`src/rtl/sm3_pkg.sv`:
```
// Shared SM3 constants, FSM state type and per-bit boolean functions.
// The per-bit form lets any word width apply them with a simple bit loop.
package sm3_pkg;

  localparam logic [31:0] T_LO = 32'h79CC4519;
  localparam logic [31:0] T_HI = 32'h7A879D8A;

  typedef enum logic {
    S_IDLE,
    S_RUN
  } state_t;

  // hi selects the late-round form (majority / choose).
  function automatic logic sm3_ff(input logic x, input logic y, input logic z, input logic hi);
    return hi ? ((x & y) | (x & z) | (y & z)) : (x ^ y ^ z);
  endfunction

  function automatic logic sm3_gg(input logic x, input logic y, input logic z, input logic hi);
    return hi ? ((x & y) | (~x & z)) : (x ^ y ^ z);
  endfunction

endpackage

```
`src/rtl/sm3_ffgg_core.sv`:
```
// Combinational FF_j / GG_j evaluation with out-of-range round detection.
// Results are forced to zero when j_used lies outside 0..ROUNDS-1.
module sm3_ffgg_core
  import sm3_pkg::*;
#(
  parameter int WORD_W = 32,
  parameter int ROUNDS = 64,
  parameter int SPLIT  = 16,
  parameter int J_W    = (ROUNDS > 1) ? $clog2(ROUNDS) : 1
) (
  input  logic [WORD_W-1:0] x,
  input  logic [WORD_W-1:0] y,
  input  logic [WORD_W-1:0] z,
  input  logic [J_W-1:0]    j_used,
  output logic [WORD_W-1:0] ff,
  output logic [WORD_W-1:0] gg,
  output logic              range_err
);

  logic hi;

  // NOTE: every output gets a default before any branch so no latch is inferred.
  always_comb begin
    ff        = '0;
    gg        = '0;
    range_err = (32'(j_used) >= ROUNDS);
    hi        = (32'(j_used) >= SPLIT);
    if (!range_err) begin
      for (int i = 0; i < WORD_W; i++) begin
        ff[i] = sm3_ff(x[i], y[i], z[i], hi);
        gg[i] = sm3_gg(x[i], y[i], z[i], hi);
      end
    end
  end

endmodule

```
`src/rtl/sm3_ffgg_stream.sv`:
```
// Streaming SM3 FF/GG stage: one registered output with valid/ready, manual or auto round index.
// Optional macro SM3_TJ_EN adds output_tj = rotl(T_j, j mod 32), WORD_W must be 32.
module sm3_ffgg_stream
  import sm3_pkg::*;
#(
  parameter int WORD_W = 32,
  parameter int ROUNDS = 64,
  parameter int SPLIT  = 16,
  parameter int J_W    = (ROUNDS > 1) ? $clog2(ROUNDS) : 1
) (
  input  logic              input_clk,
  input  logic              input_rst_n,
  input  logic              input_valid,
  output logic              output_ready,
  input  logic [WORD_W-1:0] input_X,
  input  logic [WORD_W-1:0] input_Y,
  input  logic [WORD_W-1:0] input_Z,
  input  logic [J_W-1:0]    input_j,
  input  logic              input_first,
  input  logic              input_auto_j,
  output logic              output_valid,
  input  logic              input_ready,
  output logic [WORD_W-1:0] output_ff,
  output logic [WORD_W-1:0] output_gg,
  output logic [J_W-1:0]    output_j,
  output logic              output_last,
  output logic              output_err
`ifdef SM3_TJ_EN
  ,
  output logic [WORD_W-1:0] output_tj
`endif
);

  if (SPLIT >= ROUNDS) begin : g_bad_split
    $error("sm3_ffgg_stream: SPLIT must be less than ROUNDS");
  end

  state_t            state_q, state_d;
  logic [J_W-1:0]    cnt_q, cnt_d, j_used;
  logic              mode_q, rdy_q;
  logic              auto_eff, accept, last_d, frame_err, range_err, err_d;
  logic [WORD_W-1:0] ff_d, gg_d;

  // rdy_q keeps output_ready low until the first edge after reset release.
  assign output_ready = rdy_q && (!output_valid || input_ready);
  assign accept       = input_valid && output_ready;
  assign auto_eff     = (state_q == S_IDLE) ? input_auto_j : mode_q;
  assign err_d        = range_err || frame_err;

  always_comb begin
    state_d   = state_q;
    cnt_d     = cnt_q;
    j_used    = input_j;
    last_d    = 1'b0;
    frame_err = 1'b0;
    if (auto_eff) begin
      j_used = '0;
      unique case (state_q)
        S_IDLE: begin
          if (input_first) begin
            if (ROUNDS == 1) begin
              last_d = 1'b1;
            end else if (accept) begin
              cnt_d   = J_W'(1);
              state_d = S_RUN;
            end
          end else begin
            frame_err = 1'b1;
          end
        end
        S_RUN: begin
          if (input_first) begin
            // Restart: this beat becomes round 0 of a fresh block.
            frame_err = 1'b1;
            if (accept) cnt_d = J_W'(1);
          end else begin
            j_used = cnt_q;
            if (32'(cnt_q) == ROUNDS - 1) begin
              last_d = 1'b1;
              if (accept) begin
                cnt_d   = '0;
                state_d = S_IDLE;
              end
            end else if (accept) begin
              cnt_d = cnt_q + 1'b1;
            end
          end
        end
        default: ;
      endcase
    end
  end

  sm3_ffgg_core #(
    .WORD_W(WORD_W),
    .ROUNDS(ROUNDS),
    .SPLIT (SPLIT),
    .J_W   (J_W)
  ) u_core (
    .x        (input_X),
    .y        (input_Y),
    .z        (input_Z),
    .j_used   (j_used),
    .ff       (ff_d),
    .gg       (gg_d),
    .range_err(range_err)
  );

`ifdef SM3_TJ_EN
  if (WORD_W != 32) begin : g_bad_width
    $error("sm3_ffgg_stream: SM3_TJ_EN requires WORD_W == 32");
  end

  logic [31:0] t_sel, tj_d;
  logic [63:0] t_dbl;
  logic [4:0]  rot;

  // Rotate by shifting a doubled copy; the upper half is the left rotation.
  always_comb begin
    t_sel = (32'(j_used) >= SPLIT) ? T_HI : T_LO;
    rot   = 5'(j_used);
    t_dbl = {t_sel, t_sel} << rot;
    tj_d  = err_d ? 32'h0 : t_dbl[63:32];
  end
`endif

  // NOTE: sequential state uses non-blocking assignments so every register samples pre-edge values.
  always_ff @(posedge input_clk or negedge input_rst_n) begin
    if (!input_rst_n) begin
      state_q      <= S_IDLE;
      cnt_q        <= '0;
      mode_q       <= 1'b0;
      rdy_q        <= 1'b0;
      output_valid <= 1'b0;
      output_ff    <= '0;
      output_gg    <= '0;
      output_j     <= '0;
      output_last  <= 1'b0;
      output_err   <= 1'b0;
`ifdef SM3_TJ_EN
      output_tj    <= '0;
`endif
    end else begin
      rdy_q   <= 1'b1;
      state_q <= state_d;
      cnt_q   <= cnt_d;
      if (accept && state_q == S_IDLE) mode_q <= input_auto_j;
      if (accept) begin
        output_valid <= 1'b1;
        output_ff    <= ff_d;
        output_gg    <= gg_d;
        output_j     <= j_used;
        output_last  <= last_d;
        output_err   <= err_d;
`ifdef SM3_TJ_EN
        output_tj    <= WORD_W'(tj_d);
`endif
      end else if (input_ready) begin
        output_valid <= 1'b0;
      end
    end
  end

endmodule

```
`config.mk`:
```
export PLATFORM = sky130hd
export DESIGN_NAME = sm3_ffgg_stream
export DESIGN_NICKNAME = d
export VERILOG_FILES = /design/src/rtl/sm3_pkg.sv /design/src/rtl/sm3_ffgg_core.sv /design/src/rtl/sm3_ffgg_stream.sv
export SDC_FILE = /design/constraint.sdc
export NUM_CORES = 1
export LEC_CHECK = 0
export ABC_AREA = 1
export BUFFER_PORTS_ARGS = -buffer_cell sky130_fd_sc_hd__buf_2
export CAP_MARGIN = 10
export CELL_PAD_IN_SITES_DETAIL_PLACEMENT = 0
export CELL_PAD_IN_SITES_GLOBAL_PLACEMENT = 2
export CORE_UTILIZATION = 25
export CTS_BUF_LIST = sky130_fd_sc_hd__clkbuf_4 sky130_fd_sc_hd__clkbuf_8 sky130_fd_sc_hd__clkbuf_16
export CTS_CLUSTER_SIZE = 14
export DETAILED_ROUTE_END_ITERATION = 8
export GPL_TIMING_DRIVEN = 0
export PLACE_DENSITY = 0.86
export SETUP_SLACK_MARGIN = 0.5
export SLEW_MARGIN = 30
export SYNTH_ARGS = -nofsm -noshare
export SYNTH_HDL_FRONTEND = slang
export SYNTH_SLANG_ARGS = --single-unit
```
`constraint.sdc`:
```
create_clock -name input_clk -period 3.3 [get_ports input_clk]
set_input_delay 0.495 -clock input_clk [delete_from_list [all_inputs] [get_ports input_clk]]
set_output_delay 0.495 -clock input_clk [all_outputs]
set_load 0.02 [all_outputs]
```
## Word-level counts from Yosys, hierarchy flattened

Index checks and enable logic that the tools add are counted.

| storage, ports and cells | value |
|---|---|
| word-level logic and storage cells | 434 |
| register bits after elaboration | 82 |
| output and inout bits | 74 |
| input bits | 108 |

| operators by class | value |
|---|---|
| eq/ne operators | 3 |
| $lt $le $gt $ge | 1 |
| bitwise operators | 321 |
| reductions and logical operators | 7 |
| multiplexer cells | 91 |
| $add $sub $neg | 1 |

Operators with widths:

| kind | count |
|---|---|
| 1-bit AND | 128 |
| 1-bit bitwise OR | 96 |
| 1-bit 2-to-1 mux | 79 |
| 1-bit bitwise XOR | 64 |
| 6-bit 2-to-1 mux | 9 |
| 1-bit inverter | 33 |
| 6-bit one-hot mux with 2 select lines | 1 |
| 6-bit by 1-bit adder with 6-bit output, second input constant | 1 |
| 6-bit == test, second input constant | 1 |
| 6-bit by 5-bit >= comparator with 1-bit output, second input constant | 1 |
| 1-bit one-hot mux with 2 select lines | 2 |
| 1-bit logical AND | 3 |
| 3-bit by 2-bit != test with 1-bit output, second input constant | 1 |
| 3-bit AND reduction | 1 |
| 2-bit != test, second input constant | 1 |
| 2-bit nonzero test | 1 |
| 1-bit zero test | 1 |
| 1-bit logical OR | 1 |

## Logic depth before layout (Yosys ltp)

Gate-level depths: netlist (run 1).

| logic depth | value |
|---|---|
| depth after elaboration | 8 |
| depth in mapped cells | 11 |

## By module

A second synthesis (run 1) with hierarchy kept.

| second synthesis, totals | value |
|---|---|
| cell total of the unflattened synthesis | 745 |
| area, all modules | 5,330.1 µm² |

Modules (own cells, without submodules):

| module | instances | cells each | seq. area each (µm²) | area an instance (µm²) |
|---|---|---|---|---|
| sm3_ffgg_stream | 1 | 412 | 2,052.0 | 3,489.6 |
| sm3_ffgg_core | 1 | 333 | 0.0 | 1,840.5 |

## Worst setup path after synthesis (run 1)

Ideal clock, no wire load.

| timing path | value |
|---|---|
| path type | input port to flip-flop |
| start | input input_ready |
| end | register cnt_q[1] |
| library setup time | 113 ps |
| arrival | 1,363 ps |
| cell stages on the path | 10 |
| buffers on the path | 1 |
| setup slack | 1,824 ps |
| data required time | 3,187 ps |
| cell sequence | inv_1 > nand2_1 > nand3_1 > nand2_1 > and2_1 > buf_2 > nand2_1 > nand2_1 > nand2_1 > inv_1 |

| on the way | value |
|---|---|
| cells in the longest elaborated chain, start to end | 6 |

RTL lines:

| element | line | RTL |
|---|---|---|
| from (decl) | sm3_ffgg_stream.sv:22 | `input logic input_ready,` |
| 1-bit logical OR (*) | sm3_ffgg_stream.sv:45 | `assign output_ready = rdy_q && (!output_valid \|\| input_ready);` |
| 1-bit logical AND (*) | sm3_ffgg_stream.sv:45 |  |
| 1-bit logical AND (*) | sm3_ffgg_stream.sv:46 | `assign accept = input_valid && output_ready;` |
| 6-bit 2-to-1 mux | -- |  |
| 6-bit 2-to-1 mux (on tied branches) | -- |  |
| 6-bit one-hot mux with 2 select lines | -- |  |
| to (signal assigned) | sm3_ffgg_stream.sv:146 | `cnt_q <= cnt_d;` |
| to (decl) | sm3_ffgg_stream.sv:39 | `logic [J_W-1:0] cnt_q, cnt_d, j_used;` |

Mark *: on every way between the ends. The rest lies on a longest branch, timed or not. The select of a mux whose other input is x is not followed.
A chain may end at the register's enable or synchronous reset.

## Worst setup path in the final report (run 1)

| timing path | value |
|---|---|
| start | input state_q |
| end | register output_ff[26] |

| on the way | value |
|---|---|
| cells in the longest elaborated chain, start to end | 4 |

RTL lines:

| element | line | RTL |
|---|---|---|
| from (decl) | sm3_ffgg_stream.sv:38 | `state_t state_q, state_d;` |
| 6-bit 2-to-1 mux or 1-bit 2-to-1 mux (tied branches) | sm3_ffgg_stream.sv:58, sm3_ffgg_stream.sv:47 |  |
| 6-bit 2-to-1 mux (*) | sm3_ffgg_stream.sv:56 | `if (auto_eff) begin` |
| 6-bit by 5-bit >= comparator with 1-bit output (*) | sm3_ffgg_core.sv:27 | `hi = (32'(j_used) >= SPLIT);` |
| 1-bit 2-to-1 mux (*) | sm3_pkg.sv:15 | `return hi ? ((x & y) \| (x & z) \| (y & z)) : (x ^ y ^ z);` |
| to (signal assigned) | sm3_ffgg_stream.sv:135 | `output_ff <= '0;` |
| to (signal assigned) | sm3_ffgg_stream.sv:150 | `output_ff <= ff_d;` |
| to (decl) | sm3_ffgg_stream.sv:23 | `output logic [WORD_W-1:0] output_ff,` |

Mark *: on every way between the ends. The rest lies on a longest branch, timed or not.

==> parameters.txt, run 1 <==
Parameter                              Value

STA
  Actual transition at the worst max-transition pin ... 0.625 ns
  Post-route setup TNS ... 0 ns
  Highest clock frequency the design can meet ... 541 MHz
  Setup repair after global routing missed its margin ... false
  Total count of max-transition violations in the final report ... 0
  Final period util ... 56.0%
  Worst hold-check slack ... 0.0725 ns
  Final hold violations ... 0
  Clock period minus final worst setup slack ... 1.85 ns
  Worst clock skew on the final layout ... 0.00898 ns
  Worst slew slack as a fraction of its limit ... 58.3%
  Count of final setup violators ... 0
  Fin worst setup slack ... 1.45 ns

Routing
  Initial detailed-routing violation count ... 244
  DR vias ... 5222
  Overall routed net length ... 17000 µm
  Pre-Repair DR Iteration Count ... 7
  Routed len/inst ... 14.3 µm
  Residual DRC ... 0
  Via density ... 4.40
  Remaining antenna violation count ... 0

Run status
  Run status ... finished clean

Global routing
  Overall overflow remaining after global route ... 0
  Global-route wire length before repair ... 26600 µm
  Number of global-route vias before repair ... 4874
  Combined global-route utilization of all metal layers ... 16.1%
  Largest net degree at the start of global routing ... 44
  Number of antenna violations at the first check in global routing ... 1

Clock tree
  Later-pin clock latency in the skew report ... 0.34 ns
  Buffer type at the clock tree root ... sky130_fd_sc_hd__clkbuf_16
  Number of levels the H-tree was split into ... 3
  TritonCTS clock tree ... built
  Post-CTS Resized ... 0
  Clk sink count ... 82
  Post-CTS clock slew at the launch and capture registers of the worst setup and hold paths ... 0.06 ns
  Hold-fix buffers, CTS ... 0
  Setup bufs post-CTS ... 0
  Bufs on Longest Clock Path ... 2
  CTS Buf Count ... 9

Pwr
  Lkg Pwr ... 3.90 nW
  Largest voltage drop on the vdd net ... 0.192 mV
  Total power divided by cell area ... 474 mW/mm²

Logic synthesis
  Post-synthesis cell count ... 719
  Sequential cell area fraction in the yosys report ... 38.9%
  Average footprint of a synthesized cell ... 7.34 µm²
  Number of warning messages in the yosys log ... 0
  Number of distinct library cell variants in the gate-level netlist after synthesis ... 29
  Flop and latch count out of synthesis ... 82
  Post-Syn Nets ... 862
  Cell area after synthesis ... 0.00528 mm²

Floorplanning
  Area of the placeable core ... 0.0205 mm²
  Die footprint ... 0.0217 mm²
  Starting Density ... 25.8%
  Die Ht ... 147 µm
  Number of standard-cell rows in the floorplan ... 52
  Die Wd ... 147 µm
  Top-level port count ... 182

Place
  HPWL reported at the end of detailed placement ... 12500 µm
  Pre-CTS WS ... 1.22 ns
  Final estimated routing congestion in global placement ... 0.775
  Buffers added on ports ... 181

Min path
  Class of the tightest hold or removal check ... input pin to asynchronous set/reset pin

Worst setup path
  Worst EP arrival ... 2.08 ns
  CP Class ... flop to flop
  Type of element capturing the critical path ... flop
  Data required time at the worst endpoint ... 3.53 ns
  Startpoint kind of the worst setup timing path ... flop
  Highest net fanout along the worst path ... 10

Layout
  Synth-to-Final Area Change ... 30.0%
  Leading cell types in the layout, fill and taps excluded ... sky130_fd_sc_hd__nand2_1 (369), sky130_fd_sc_hd__buf_2 (195), sky130_fd_sc_hd__dfrtp_1 (82)
  Share of cells above drive strength 1 ... 25.1%
  Nets ... 1055
  Commonest non-fill, non-tap cell in the layout ... sky130_fd_sc_hd__nand2_1
  Core occupancy in the finished layout ... 33.5%

Run
  Number of maximum-capacitance violations ... 0
## sequential cells by signal, summed over array words and instances, names as in the netlist
register,cells
output_ff,32
output_gg,32
cnt_q,6
output_j,6
mode_q,1
output_err,1
output_last,1
output_valid,1
rdy_q,1
state_q,1
## path summary, 6_finish.rpt
| kind | from | endpoint | slack, ns | cells past startpoint |
|---|---|---|---|---|
| setup / recovery | state_q$_DFFE_PN0P_ | output_ff[26]$_DFFE_PN0P_ | 1.45 | 10 |
| max in group asynchronous | input_rst_n | output_gg[26]$_DFFE_PN0P_ | 2.67 | 2 |
| setup reg to reg | state_q$_DFFE_PN0P_ | output_ff[26]$_DFFE_PN0P_ | 1.45 | 10 |
| min in group input_clk | input_j[2] | output_j[2]$_DFFE_PN0P_ | 0.40 | 3 |
| hold / removal | input_rst_n | output_gg[19]$_DFFE_PN0P_ | 0.07 | 1 |
| hold reg to reg | output_ff[4]$_DFFE_PN0P_ | output_ff[4]$_DFFE_PN0P_ | 0.47 | 2 |
## cell families (layout without fill, tap and decap cells)
kind of cell | Yosys count | count (layout) | share of synthesized area [%]
buffers and inverters | 86 | 284 | 7.11
AND/OR/NAND/NOR | 403 | 403 | 30.0
flip-flops | 82 | 82 | 38.9
other | 1 | 2 | 0.0710
adder cells (fa/ha/maj) | 35 | 35 | 12.8
AO/OA/AOI/OAI | 112 | 112 | 11.1
## report_power, final
group	switching, mW	leakage [nW]	internal [mW]
logic	0.614	2.75	0.331
registers	0.0896	1.00	1.16
clock network	0.434	0.151	0.625
total	1.14	3.90	2.12
## worst max-delay path, stage by stage, from the launching register on
cell	delay (ns)
sky130_fd_sc_hd__dfrtp_1	0.45
sky130_fd_sc_hd__inv_2	0.14
sky130_fd_sc_hd__nand2_2	0.07
sky130_fd_sc_hd__nand3_1	0.08
sky130_fd_sc_hd__nand2_1	0.13
sky130_fd_sc_hd__buf_6	0.19
sky130_fd_sc_hd__clkbuf_2	0.22
sky130_fd_sc_hd__o21ai_0	0.22
sky130_fd_sc_hd__nand2_1	0.08
sky130_fd_sc_hd__nand2_1	0.10
sky130_fd_sc_hd__nand2_1	0.05
## synth_stat cells
master | instances | area share, %
sky130_fd_sc_hd__nand2_2 | 3 | 0.36
sky130_fd_sc_hd__nand2_1 | 369 | 26
sky130_fd_sc_hd__o21ai_1 | 29 | 2.7
sky130_fd_sc_hd__ha_1 | 3 | 0.71
sky130_fd_sc_hd__conb_1 | 1 | 0.071
sky130_fd_sc_hd__nor2_4 | 1 | 0.21
sky130_fd_sc_hd__buf_4 | 4 | 0.57
sky130_fd_sc_hd__nand4_1 | 8 | 0.95
sky130_fd_sc_hd__nand3_2 | 1 | 0.19
sky130_fd_sc_hd__clkbuf_2 | 3 | 0.28
sky130_fd_sc_hd__and2_1 | 2 | 0.24
sky130_fd_sc_hd__inv_2 | 2 | 0.14
sky130_fd_sc_hd__buf_1 | 1 | 0.071
sky130_fd_sc_hd__a21oi_1 | 2 | 0.19
sky130_fd_sc_hd__inv_1 | 49 | 3.5
sky130_fd_sc_hd__dfrtp_1 | 82 | 39
sky130_fd_sc_hd__nor3_1 | 2 | 0.19
sky130_fd_sc_hd__buf_6 | 2 | 0.43
sky130_fd_sc_hd__o31ai_1 | 1 | 0.14
sky130_fd_sc_hd__buf_2 | 15 | 1.4
sky130_fd_sc_hd__nor2_8 | 1 | 0.38
sky130_fd_sc_hd__nand3_1 | 7 | 0.66
sky130_fd_sc_hd__a31oi_1 | 4 | 0.47
sky130_fd_sc_hd__nor2_1 | 9 | 0.64
sky130_fd_sc_hd__a2bb2oi_1 | 4 | 0.66
sky130_fd_sc_hd__fa_1 | 32 | 12
sky130_fd_sc_hd__o21ai_0 | 71 | 6.7
sky130_fd_sc_hd__clkbuf_1 | 10 | 0.71
sky130_fd_sc_hd__o22ai_1 | 1 | 0.12
## metrics by stage
step / total power [mW] / std cells / area (µm²)
global placement: 2.22 / 1170 / 6520
floorplan: 1.80 / 719 / 5280
CTS: 3.31 / 1187 / 6860
finish: 3.26 / 1188 / 6870
global route: 3.47 / 1188 / 6870
detailed placement: 2.23 / 1171 / 6560
## metal layers
metal  routed length (µm)  vias up  global-route usage, %
met3                 1050        9                   2.80
met5                    0        -                      0
li1                     -     2634                      -
met4                  167        0                   5.21
met1                 8290     2408                   22.8
met2                 7460      171                   24.6
## cell type report
cell class,count,area [µm²]
clock inverter,5,52.6
fill,2204,13600
antenna,1,2.50
multi-input combinational,551,2850
sequential,82,2050
tap,270,338
buffer,35,184
inverter,51,191
clock buffer,11,253
timing repair buffer,182,940
Power figures use the tool's default switching activity.
==> run 2, diff against run 1 <==
==> constraint.sdc (replaced) <==
create_clock -name input_clk -period 1.7 [get_ports input_clk]
set_input_delay 0.255 -clock input_clk [delete_from_list [all_inputs] [get_ports input_clk]]
set_output_delay 0.255 -clock input_clk [all_outputs]
set_load 0.02 [all_outputs]
==> run 2 against run 1 <==
Sequential share of layout area shrank 3.9 points. Count of clock-buffer cells in the layout is the same. Final area grew 15%. Critical path depth is the same. Die area is the same. Routed wire length grew 12%. Via count grew 3.4%. First-iteration DRC count grew 11%. Sequential power grew 95%. Core utilization grew 5.1 points. Flip-flop and latch count is the same. Critical endpoint is now output_gg[23]$_DFFE_PN0P_.
==> parameters.txt, run 2 (same netlist as run 1, synthesis figures left out) <==
Parameter                              Value

Run status
  Run status ... finished clean

Place
  HPWL reported at the end of detailed placement ... 13500 µm (+7.6%)
  Buffers added on ports ... 181 (unchanged)
  Cell area after placement ... 0.00666 mm² (+1.5%)
  Final estimated routing congestion in global placement ... 0.780 (+0.70%)

STA
  Total count of max-transition violations in the final report ... 0 (unchanged)
  Final hold violations ... 0 (unchanged)
  Count of final setup violators ... 0 (unchanged)
  Final period util ... 98.3% (+42 points)
  Clock period minus final worst setup slack ... 1.67 ns (-0.175 ns)
  Setup repair after global routing missed its margin ... true
  Highest clock frequency the design can meet ... 598 MHz (+10%)
  Worst clock skew on the final layout ... 0.00622 ns (-0.00276 ns)
  Actual transition at the worst max-transition pin ... 0.687 ns (+0.0617 ns)
  Worst slew slack as a fraction of its limit ... 54.2% (-4.1 points)

Pwr
  Lkg Pwr ... 4.37 nW (+12%)
  Gate power share ... 33.6% (+4.6 points)
  Overall power of the completed layout ... 6.55 mW (+100%)
  Switching share of total power ... 36.4% (+1.4 points)
  Total power divided by cell area ... 827 mW/mm² (+74%)
  Net switching power ... 2.38 mW (+110%)
  Portion of total power attributed to the clock network ... 29.2% (-3.3 points)
  Internal Pwr Total ... 4.17 mW (+97%)
  Relative contribution of sequential cells to total power ... 37.3% (-1.1 points)
  Largest voltage drop on the vdd net ... 0.454 mV (+140%)

Clock tree
  TritonCTS clock tree ... built
  Clk sink count ... 82 (unchanged)
  Later-pin clock latency in the skew report ... 0.35 ns (about the same)
  Buffer type at the clock tree root ... sky130_fd_sc_hd__clkbuf_16
  Bufs on Longest Clock Path ... 2 (unchanged)
  Post-CTS clock slew at the launch and capture registers of the worst setup and hold paths ... 0.06 ns (about the same)
  Number of levels the H-tree was split into ... 3 (unchanged)
  CTS Buf Count ... 9 (unchanged)

Global routing
  Overall overflow remaining after global route ... 0 (unchanged)
  Number of antenna violations at the first check in global routing ... 2 (+1)
  Number of global-route vias before repair ... 5375 (+10%)
  Largest net degree at the start of global routing ... 59 (+34%)
  Combined global-route utilization of all metal layers ... 17.8% (+1.8 points)
  Global-route wire length before repair ... 29400 µm (+10%)

Worst setup path
  Startpoint kind of the worst setup timing path ... flop
  Highest net fanout along the worst path ... 10 (unchanged)
  Type of element capturing the critical path ... flop
  Biggest cell delay along the critical path ... 0.46 ns (about the same)
  Worst EP arrival ... 1.91 ns (-0.17 ns)
  Data required time at the worst endpoint ... 1.94 ns (-1.59 ns)
  CP Class ... flop to flop
  Slowest library cell on the worst path ... sky130_fd_sc_hd__dfrtp_2
  Most frequent CP cell ... sky130_fd_sc_hd__nand2_1
  List of cells traversed by the critical path ... buf_6 -> nand4_1 -> nand2_2 -> buf_6 -> buf_12 -> buf_12 -> o21ai_2 -> nand2_1 -> nand2_1 -> nand2_1

Layout
  Core occupancy in the finished layout ... 38.6% (+5.1 points)
  Commonest non-fill, non-tap cell in the layout ... sky130_fd_sc_hd__nand2_1
  Share of cells above drive strength 1 ... 39.0% (+14 points)
  Leading cell types in the layout, fill and taps excluded ... sky130_fd_sc_hd__nand2_1 (314), sky130_fd_sc_hd__buf_2 (183), sky130_fd_sc_hd__dfrtp_1 (80)
  Final Cell Area ... 0.00792 mm² (+15%)
  Count of fill cells added during filler insertion ... 2174 (-1.4%)
  Registers with the highest flip-flop counts ... output_ff x32, output_gg x32
  Nets ... 1086 (+2.9%)
  Synth-to-Final Area Change ... 49.9%

Routing
  Pre-Repair DR Iteration Count ... 6 (-1)
  DR vias ... 5397 (+3.4%)
  Residual DRC ... 0 (unchanged)
  Remaining antenna violation count ... 0 (unchanged)
  Initial detailed-routing violation count ... 272 (+11%)
  Routed len/inst ... 15.6 µm (+9.4%)
  Overall routed net length ... 19100 µm (+12%)
  Via density ... 4.43 (+0.72%)

Min path
  Class of the tightest hold or removal check ... input pin to flop

Floorplanning
  Area of the placeable core ... 0.0205 mm² (unchanged)
  Top-level port count ... 182 (unchanged)
  Die Ht ... 147 µm (unchanged)
  Die Wd ... 147 µm (unchanged)
  Starting Density ... 25.8% (unchanged)
  Die footprint ... 0.0217 mm² (unchanged)
  Number of standard-cell rows in the floorplan ... 52 (unchanged)

Run
  Number of maximum-capacitance violations ... 0 (unchanged)
==> run 2: what timing repair did <==
| action | 4_1_cts | 5_1_grt |
|---|---|---|
| buffers inserted | 18 | 6 |
| endpoints found under the hold margin | 24 | 0 |
| pin swaps | 23 | 30 |
| endpoints found under the setup margin | 82 | 83 |
| cloned | 4 | 2 |
| hold buffers | 1 | 0 |
| resized for setup | 96 | 98 |
==> run 2: power by group through the flow <==
stage | logic (mW) | registers [mW] | clock network [mW]
finish | 2.20 | 2.44 | 1.91
global route | 2.43 | 2.48 | 2.05
CTS | 2.09 | 2.44 | 1.97
detailed placement | 1.92 | 2.47 | 0
global placement | 1.90 | 2.47 | 0
floorplan | 0.693 | 2.83 | 0
==> run 2: worst max-delay path: cells and delay by family, from the launching register on <==
kind	cells	cell delay [ns]
and+or+nand+nor	5	0.39
AOI/OAI and AO/OA	1	0.12
DFF	1	0.46
buffers and inverters	4	0.58
==> run 2: routing by layer <==
metal	share of wire, %	global-route usage (%)	wire (µm)
met2	46	28.6	8840
met5	0	0	0
met4	1.5	5.05	286
met1	46	24.1	8810
met3	5.9	3.88	1120
==> run 2: per-stage QoR <==
step / std cells / hold slack [ns] / setup WS, ns / setup TNS, ns
floorplan: 719 / -0.0406 / 0.311 / 0
global placement: 1170 / 0.458 / -0.613 / -38.77
detailed placement: 1171 / 0.137 / -0.103 / -1.20
CTS: 1210 / 0.149 / 0.0376 / 0
global route: 1219 / 0.159 / -0.0575 / -0.779
finish: 1219 / 0.158 / 0.0283 / 0
==> run 2: path summary, 6_finish.rpt <==
kind / start / endpoint / slack, ns / cells past startpoint
worst min register to register: output_gg[19]$_DFFE_PN0P_ / output_gg[19]$_DFFE_PN0P_ / 0.47 / 2
min in group asynchronous: input_rst_n / output_ff[13]$_DFFE_PN0P_ / 0.33 / 2
worst max-delay path: state_q$_DFFE_PN0P_ / output_gg[23]$_DFFE_PN0P_ / 0.03 / 10
worst min-delay path: input_j[0] / output_j[0]$_DFFE_PN0P_ / 0.16 / 3
max in group asynchronous: input_rst_n / output_last$_DFFE_PN0P_ / 0.78 / 3
worst max register to register: state_q$_DFFE_PN0P_ / output_gg[23]$_DFFE_PN0P_ / 0.03 / 10
==> run 2: cell type report <==
| type | count | area [µm²] | share of cell area, % |
|---|---|---|---|
| Sequential cell | 82 | 2050 | 26.0 |
| Multi-Input combinational cell | 551 | 3290 | 41.6 |
| Clock buffer | 11 | 253 | 3.19 |
| Inverter | 51 | 201 | 2.55 |
| Tap cell | 270 | 338 | 4.27 |
| Timing Repair Buffer | 213 | 1310 | 16.5 |
| Clock inverter | 5 | 28.8 | 0.364 |
| Buffer | 35 | 438 | 5.53 |
| Antenna cell | 1 | 2.50 | 0.0316 |
